$ cat config.mk
export PLATFORM = sky130hd
export DESIGN_NAME = des_cmd_issuer
export DESIGN_NICKNAME = d
export VERILOG_FILES = /design/src/rtl/des_cmd_pkg.sv /design/src/rtl/des_sync_bit.sv /design/src/rtl/des_cmd_issuer.sv
export SDC_FILE = /design/constraint.sdc
export NUM_CORES = 1
export LEC_CHECK = 0
export ABC_AREA = 1
export BUFFER_PORTS_ARGS = -buffer_cell sky130_fd_sc_hd__buf_2
export CAP_MARGIN = 20
export CELL_PAD_IN_SITES_DETAIL_PLACEMENT = 1
export CELL_PAD_IN_SITES_GLOBAL_PLACEMENT = 1
export CORE_AREA = 8 8 199 201
export DETAILED_ROUTE_END_ITERATION = 8
export DIE_AREA = 0 0 207 209
export GPL_ROUTABILITY_DRIVEN = 0
export GPL_TIMING_DRIVEN = 0
export PLACE_DENSITY = 0.83
export SLEW_MARGIN = 5
export SYNTH_ARGS = -nofsm -noshare
export SYNTH_HDL_FRONTEND = slang
export SYNTH_SLANG_ARGS = --single-unit
$ cat constraint.sdc
create_clock -name clk -period 2 [get_ports clk]
set_input_delay 0.4 -clock clk [delete_from_list [all_inputs] [get_ports clk]]
set_output_delay 0.4 -clock clk [all_outputs]
set_load 0.005 [all_outputs]
$ cat src/rtl/des_cmd_pkg.sv
// Command codes, status codes and FSM encodings shared by the DES command issuer.
package des_cmd_pkg;

   localparam logic [31:0] CMD_READ_REGION = 32'd1;
   localparam logic [31:0] CMD_START       = 32'd2;
   localparam logic [31:0] CMD_TEST_MODE   = 32'd3;
   localparam logic [31:0] CMD_RESTART     = 32'd4;

   localparam logic [1:0] STATUS_OK      = 2'd0;
   localparam logic [1:0] STATUS_ABORTED = 2'd1;
   localparam logic [1:0] STATUS_TIMEOUT = 2'd2;

   typedef enum logic [3:0] {
      StIdle,
      StCmdReq,
      StCmdRel,
      StWaitDone,
      StWaitTres,
      StAdvHold,
      StAdvRel,
      StDrain,
      StFin
   } state_e;

   typedef enum logic [1:0] {
      StepRestart,
      StepRegion,
      StepGo,
      StepFinal
   } step_e;

   function automatic logic [31:0] step_cmd(input step_e step, input logic test);
      logic [31:0] c;
      case (step)
         StepRegion: c = CMD_READ_REGION;
         StepGo:     c = test ? CMD_TEST_MODE : CMD_START;
         default:    c = CMD_RESTART;
      endcase
      return c;
   endfunction

endpackage

$ cat src/rtl/des_sync_bit.sv
// Two-flop synchroniser for one asynchronous level from the wrapper.
module des_sync_bit (
   input  logic clk,
   input  logic rst_n,
   input  logic d,
   output logic q
);

   logic meta_q;

   always_ff @(posedge clk) begin
      if (!rst_n) begin
         meta_q <= 1'b0;
         q      <= 1'b0;
      end else begin
         meta_q <= d;
         q      <= meta_q;
      end
   end

endmodule

$ cat src/rtl/des_cmd_issuer.sv
// Host-side initiator: expands one job request into the wrapper command sequence
// and collects search/test results.
module des_cmd_issuer
   import des_cmd_pkg::*;
#(
   parameter int unsigned N       = 32,
   parameter int unsigned TIMEOUT = 1024
) (
   input  logic        clk,
   input  logic        rst_n,
   input  logic        job_start,
   input  logic [31:0] job_region,
   input  logic        job_test,
   input  logic [15:0] job_test_count,
   input  logic        abort,
   output logic        job_busy,
   output logic        job_done,
   output logic [1:0]  job_status,
   output logic        result_valid,
   output logic [15:0] result_index,
   output logic [63:0] result_counter,
   output logic [63:0] result_ciphertext,
   output logic [31:0] cmd,
   output logic        cmd_valid,
   output logic        advance_test_cmd,
   output logic [31:0] region,
   input  logic        cmd_read,
   input  logic [31:0] cmd_read_data,
   input  logic        test_res_ready,
   input  logic        done,
   input  logic [63:0] counter,
   input  logic [63:0] ciphertext
);

   localparam logic [31:0] RegionMask = (N >= 32) ? 32'hFFFF_FFFF : 32'((64'd1 << N) - 64'd1);
   localparam logic [31:0] TmoLast    = (TIMEOUT == 0) ? 32'd0 : 32'(TIMEOUT - 1);

   state_e      state_q, state_d;
   step_e       step_q, step_d;
   logic [31:0] region_q, region_d;
   logic        test_q, test_d;
   logic [15:0] last_q, last_d;
   logic [15:0] index_q, index_d;
   logic [1:0]  status_q, status_d;
   logic [31:0] tmo_q, tmo_d;
   logic        capture;

   logic        sync_cmd_read, sync_tres, sync_done;
   logic [31:0] cur_cmd;
   logic        in_cmd, timed, final_rst, expired;

   des_sync_bit u_sync_cmd_read (.clk(clk), .rst_n(rst_n), .d(cmd_read),       .q(sync_cmd_read));
   des_sync_bit u_sync_tres     (.clk(clk), .rst_n(rst_n), .d(test_res_ready), .q(sync_tres));
   des_sync_bit u_sync_done     (.clk(clk), .rst_n(rst_n), .d(done),           .q(sync_done));

   assign cur_cmd   = step_cmd(step_q, test_q);
   assign in_cmd    = (state_q == StCmdReq) || (state_q == StCmdRel);
   assign timed     = in_cmd || (state_q inside {StAdvHold, StAdvRel, StDrain});
   assign final_rst = in_cmd && (step_q == StepFinal);
   assign expired   = timed && (TIMEOUT != 0) && (tmo_q >= TmoLast);

   always_comb begin
      state_d  = state_q;
      step_d   = step_q;
      region_d = region_q;
      test_d   = test_q;
      last_d   = last_q;
      index_d  = index_q;
      status_d = status_q;
      capture  = 1'b0;

      unique case (state_q)
         StIdle: begin
            if (job_start) begin
               region_d = job_region & RegionMask;
               test_d   = job_test;
               last_d   = (job_test_count == 16'd0) ? 16'd0 : job_test_count - 16'd1;
               index_d  = 16'd0;
               status_d = STATUS_OK;
               step_d   = StepRestart;
               state_d  = StCmdReq;
            end
         end
         StCmdReq: begin
            if (sync_cmd_read && (cmd_read_data == cur_cmd)) state_d = StCmdRel;
         end
         StCmdRel: begin
            if (!sync_cmd_read) begin
               unique case (step_q)
                  StepRestart: begin step_d = StepRegion; state_d = StCmdReq; end
                  StepRegion:  begin step_d = StepGo;     state_d = StCmdReq; end
                  StepGo: begin
                     index_d = 16'd0;
                     state_d = test_q ? StWaitTres : StWaitDone;
                  end
                  default:     state_d = StFin;
               endcase
            end
         end
         StWaitDone: begin
            if (sync_done) begin
               capture = 1'b1;
               step_d  = StepFinal;
               state_d = StCmdReq;
            end
         end
         StWaitTres: begin
            if (sync_tres) begin
               capture = 1'b1;
               if (index_q == last_q) begin
                  step_d  = StepFinal;
                  state_d = StCmdReq;
               end else begin
                  state_d = StAdvHold;
               end
            end
         end
         StAdvHold: begin
            if (!sync_tres) state_d = StAdvRel;
         end
         StAdvRel: begin
            index_d = index_q + 16'd1;
            state_d = StWaitTres;
         end
         StDrain: begin
            if (!sync_cmd_read) begin
               step_d  = StepFinal;
               state_d = StCmdReq;
            end
         end
         StFin:   state_d = StIdle;
         default: state_d = StIdle;
      endcase

      // The final RESTART always runs to completion; only a timeout cuts it short.
      if (!(state_q inside {StIdle, StFin})) begin
         if (abort && !final_rst && (state_q != StDrain)) begin
            status_d = STATUS_ABORTED;
            state_d  = StDrain;
            capture  = 1'b0;
         end else if (expired) begin
            status_d = STATUS_TIMEOUT;
            state_d  = (final_rst || (state_q == StDrain)) ? StFin : StDrain;
         end
      end

      if (state_d != state_q) tmo_d = 32'd0;
      else if (timed)         tmo_d = tmo_q + 32'd1;
      else                    tmo_d = tmo_q;
   end

   always_ff @(posedge clk) begin
      if (!rst_n) begin
         state_q           <= StIdle;
         step_q            <= StepRestart;
         region_q          <= 32'd0;
         test_q            <= 1'b0;
         last_q            <= 16'd0;
         index_q           <= 16'd0;
         status_q          <= STATUS_OK;
         tmo_q             <= 32'd0;
         result_valid      <= 1'b0;
         result_index      <= 16'd0;
         result_counter    <= 64'd0;
         result_ciphertext <= 64'd0;
      end else begin
         state_q      <= state_d;
         step_q       <= step_d;
         region_q     <= region_d;
         test_q       <= test_d;
         last_q       <= last_d;
         index_q      <= index_d;
         status_q     <= status_d;
         tmo_q        <= tmo_d;
         result_valid <= capture;
         if (capture) begin
            result_index      <= index_q;
            result_counter    <= counter;
            result_ciphertext <= ciphertext;
         end
      end
   end

   assign cmd_valid        = (state_q == StCmdReq);
   assign cmd              = in_cmd ? cur_cmd : 32'd0;
   assign region           = in_cmd ? region_q : 32'd0;
   assign advance_test_cmd = (state_q == StAdvHold);
   assign job_busy         = !(state_q inside {StIdle, StFin});
   assign job_done         = (state_q == StFin);
   assign job_status       = status_q;

endmodule

==> results.toml <==
[yosys]
ys_ff_latch = 256
synthXorXnorAreaFrac = 0.0329
synth_ff_type = "dfxtp_1"
synth.area.mux_share = 0.000895
synth-edff-count = 0
synthAdderAreaFrac = 0.00895
synth_cells = 1547
yosysWarnings = 0
yosysSeqAreaShare = 0.458
synth_area_sq_um = 11200
synth-compound-area-share = 0.136
async_flop_share = 0
avgSynthCellArea_sq_um = 7.23
synth_top_family_by_area = "simple AND/OR/NAND/NOR gates"
synthSimpleGateAreaFrac = 0.266
synth_cell_type_count = 48

[power]
p_leak_nw = 8.22
power_frac_clock = 0.299
switching_share = 0.362
p_total_mw = 18.9
combPwrFrac = 0.385
p_per_area_nw_per_um2 = 1020
power_frac_seq = 0.316
ir_drop_mv = 0.709
p_switching_mw = 6.83
p_int_mw = 12.0

[clock_network]
cts_tree = "done"
cts-root-buf = "clkbuf_16"
h-tree-depth = 1
cts-buffers-inserted = 29
clock_sinks = 256
clkLatencyLatePin_ns = 0.57
clkTransAtPathRegs_ns = 0.06
max-clock-path-buffers = 3

[global_route]
overflow = 0
antenna_found_initial = 15
track_usage = 0.208
grt_pass1_wl_um = 72900
grt_max_degree = 16
first_global_vias = 12937

[drt]
vias = 13030
wirelength_um = 58000
drt.antenna.violating_nets = 0
routedWlPerCell_um = 22.2
routed_via_density = 5.00
drc = 0
first_pass_iters = 5
drt_iter0_drc = 644

[worst_setup_path]
cp.depth = 13
required_ns = 2.48
rr_worst_depth = 13
crit_path_max_incr_delay_ns = 0.49
crit_top_cell = "nand2_1"
path_max_fanout = 6
startpoint_type = "flop"
worst_path_max_delay_cell = "o31ai_1"
cp-end-kind = "flop"
critPathArrivalTime_ns = 2.95
critical_path_class = "reg -> reg"
cp_top_family = "simple AND/OR/NAND/NOR gates"
critical_path_buf_inv_count = 3
worstPathCellList = "buf_12, buf_4, nand2_1, o31ai_1, nor2_1, nand2_1, nand2_1, nand3_1, nand2_1, nor2_4, nand2_4, buf_12, nor2_2"

[timing]
period_minus_slack_ns = 2.47
slew_headroom = 0.389
worst_pin_slew_ns = 0.917
finalSetupViolCount = 224
fmax_mhz = 405
rsz0062_at_grt = "yes"
timing.final.ws_setup_ns = -0.471
slew_viol_final = 0
hold_viol_final = 0
skew_ns = 0.0195
period_share = 1.24

[floorplanning]
coreArea_sq_um = 36300
start_util = 0.308
pin_count = 431
rows = 70
dieArea_sq_um = 43300
fp.dieH_um = 209
die_w_um = 207

[placed_design]
dpl_worst_slack_ns = -0.610
io_buffers = 400
dp_hpwl_um = 36500

[layout]
nets = 2326
area_delta_synth_final_pct = 64.6
nFillCells = 4361
drive_gt1_frac = 0.462
finish.utilization = 0.508

[outcome]
violations = "negative setup slack"
status = "complete, but fails checks"

[min_path]
hp-class = "in -> reg"
whs_path_depth = 3

[run]
maxCapViolations = 0
-- cell usage after synthesis (2+ instances only) --
cell | number | area share
nand2_1 | 183 | 0.061
nand4_1 | 14 | 0.0078
a21oi_1 | 93 | 0.042
dfxtp_1 | 256 | 0.46
nor2_2 | 13 | 0.0073
nand2_4 | 4 | 0.0040
xor2_1 | 26 | 0.020
or2_2 | 2 | 0.0011
nor2_1 | 406 | 0.14
nor2_4 | 7 | 0.0070
inv_1 | 133 | 0.045
o22ai_1 | 3 | 0.0017
o21ai_0 | 188 | 0.084
nor4_1 | 7 | 0.0039
inv_2 | 5 | 0.0017
nand3_1 | 34 | 0.015
o21bai_1 | 2 | 0.0013
nand3_2 | 2 | 0.0018
buf_2 | 23 | 0.010
ha_1 | 8 | 0.0089
nand2_2 | 6 | 0.0034
buf_4 | 30 | 0.020
buf_6 | 3 | 0.0030
xnor2_1 | 16 | 0.013
clkbuf_1 | 42 | 0.014
nor3_1 | 18 | 0.0081
a31oi_1 | 2 | 0.0011
-- path summary, 6_finish.rpt --
kind                                         start                  to  slack, ns
worst min register to register  u_sync_tres.meta_q       u_sync_tres.q       0.43
worst max-delay path                    state_q[0]            tmo_q[1]      -0.47
worst min-delay path                test_res_ready  u_sync_tres.meta_q       0.03
worst max register to register          state_q[0]            tmo_q[1]      -0.47
-- power by group through the flow --
stage	Clock (mW)	Sequential, mW	Combinational, mW
after floorplan	0	5.89	2.62
after global placement	0	5.93	3.94
after detailed placement	0	5.96	4.09
after CTS	5.66	5.86	5.38
after global routing	5.93	6.00	7.74
final	5.64	5.97	7.26
-- stage by stage --
stage          area (sq um)  cells  hold WS, ns  TNS [ns]
6_report              18400   2607       0.0346    -52.97
5_1_grt               18400   2607       0.0415    -68.76
4_1_cts               15800   2545      0.00777    -31.08
3_5_place_dp          13900   2443        0.410    -97.89
3_3_place_gp          13900   2443        0.397    -85.85
2_1_floorplan         11300   1575        0.390         0
-- sequential cells by signal, indices dropped and copies added, names as in the netlist --
register	flops
index_q	16
u_sync_tres.q	1
result_ciphertext	64
job_status	2
result_index	16
tmo_q	32
region_q	32
u_sync_cmd_read.q	1
test_q	1
last_q	16
step_q	2
u_sync_done.q	1
u_sync_tres.meta_q	1
state_q	4
u_sync_done.meta_q	1
result_counter	64
result_valid	1
u_sync_cmd_read.meta_q	1
-- per-layer routing --
metal,wire [um],vias up,share of wire,track usage
met5,0,-,0,0
met4,3100,0,0.054,0.0868
li1,-,6011,-,-
met1,22000,6384,0.38,0.231
met3,2590,185,0.045,0.0371
met2,30300,450,0.52,0.385
-- worst reg2reg max path, delay by kind of cell, from the launching register on --
family                 cells  cell delay [ns]
AOI/OAI and AO/OA          1             0.49
buffers and inverters      3             0.42
DFF                        1             0.43
and+or+nand+nor            9             1.08
-- layout make-up --
cell class / instances / area (sq um) / area share
Timing Repair Buffer: 496 / 3290 / 0.178
Clock buffer: 40 / 837 / 0.0455
Inverter: 139 / 566 / 0.0307
Buffer: 97 / 943 / 0.0512
Antenna cell: 15 / 37.5 / 0.00204
Clock inverter: 13 / 159 / 0.00863
Tap cell: 468 / 586 / 0.0318
Timing Repair inverter: 1 / 16.3 / 0.000884
Sequential cell: 256 / 5150 / 0.280
Multi-Input combinational cell: 1082 / 6830 / 0.371
-- kinds of logic after synthesis --
kind of cell | count (synthesis)
muxes | 1
other | 1
buffers and inverters | 239
adders and majority gates | 8
AOI/OAI and AO/OA | 297
DFF | 256
and+or+nand+nor | 703
xor gates and xnor gates | 42
-- layout by cell type, fill, tap and decap left out, types with 8 or more instances in the layout --
cell type    n
dfxtp_1    243
buf_2      389
buf_6       33
o21ai_0     67
nand2_2     14
a21oi_1     78
buf_12      24
xor2_1      26
nor2_2      56
dfxtp_2      8
inv_1      121
nor3_1      15
buf_4       86
xnor2_1     16
nand4_1     14
diode_2     15
clkbuf_1    32
o21ai_2     63
a21oi_2     15
nor2_4     147
nand2_4      9
o21ai_1     54
nand2_1    169
conb_1      29
nor2_1     224
clkbuf_16   49
nand3_1     28
clkinv_2     8
-- what timing repair did --
action                                  in CTS  in global routing
gates resized for setup                    199                588
buffers inserted                            44                 31
endpoints found under the setup margin     254                280
endpoints found under the hold margin        0                  0
pin swaps                                   22                 81
cloned                                       5                 21
hold buffers                                 0                  0
(Power assumes the default switching activity.)
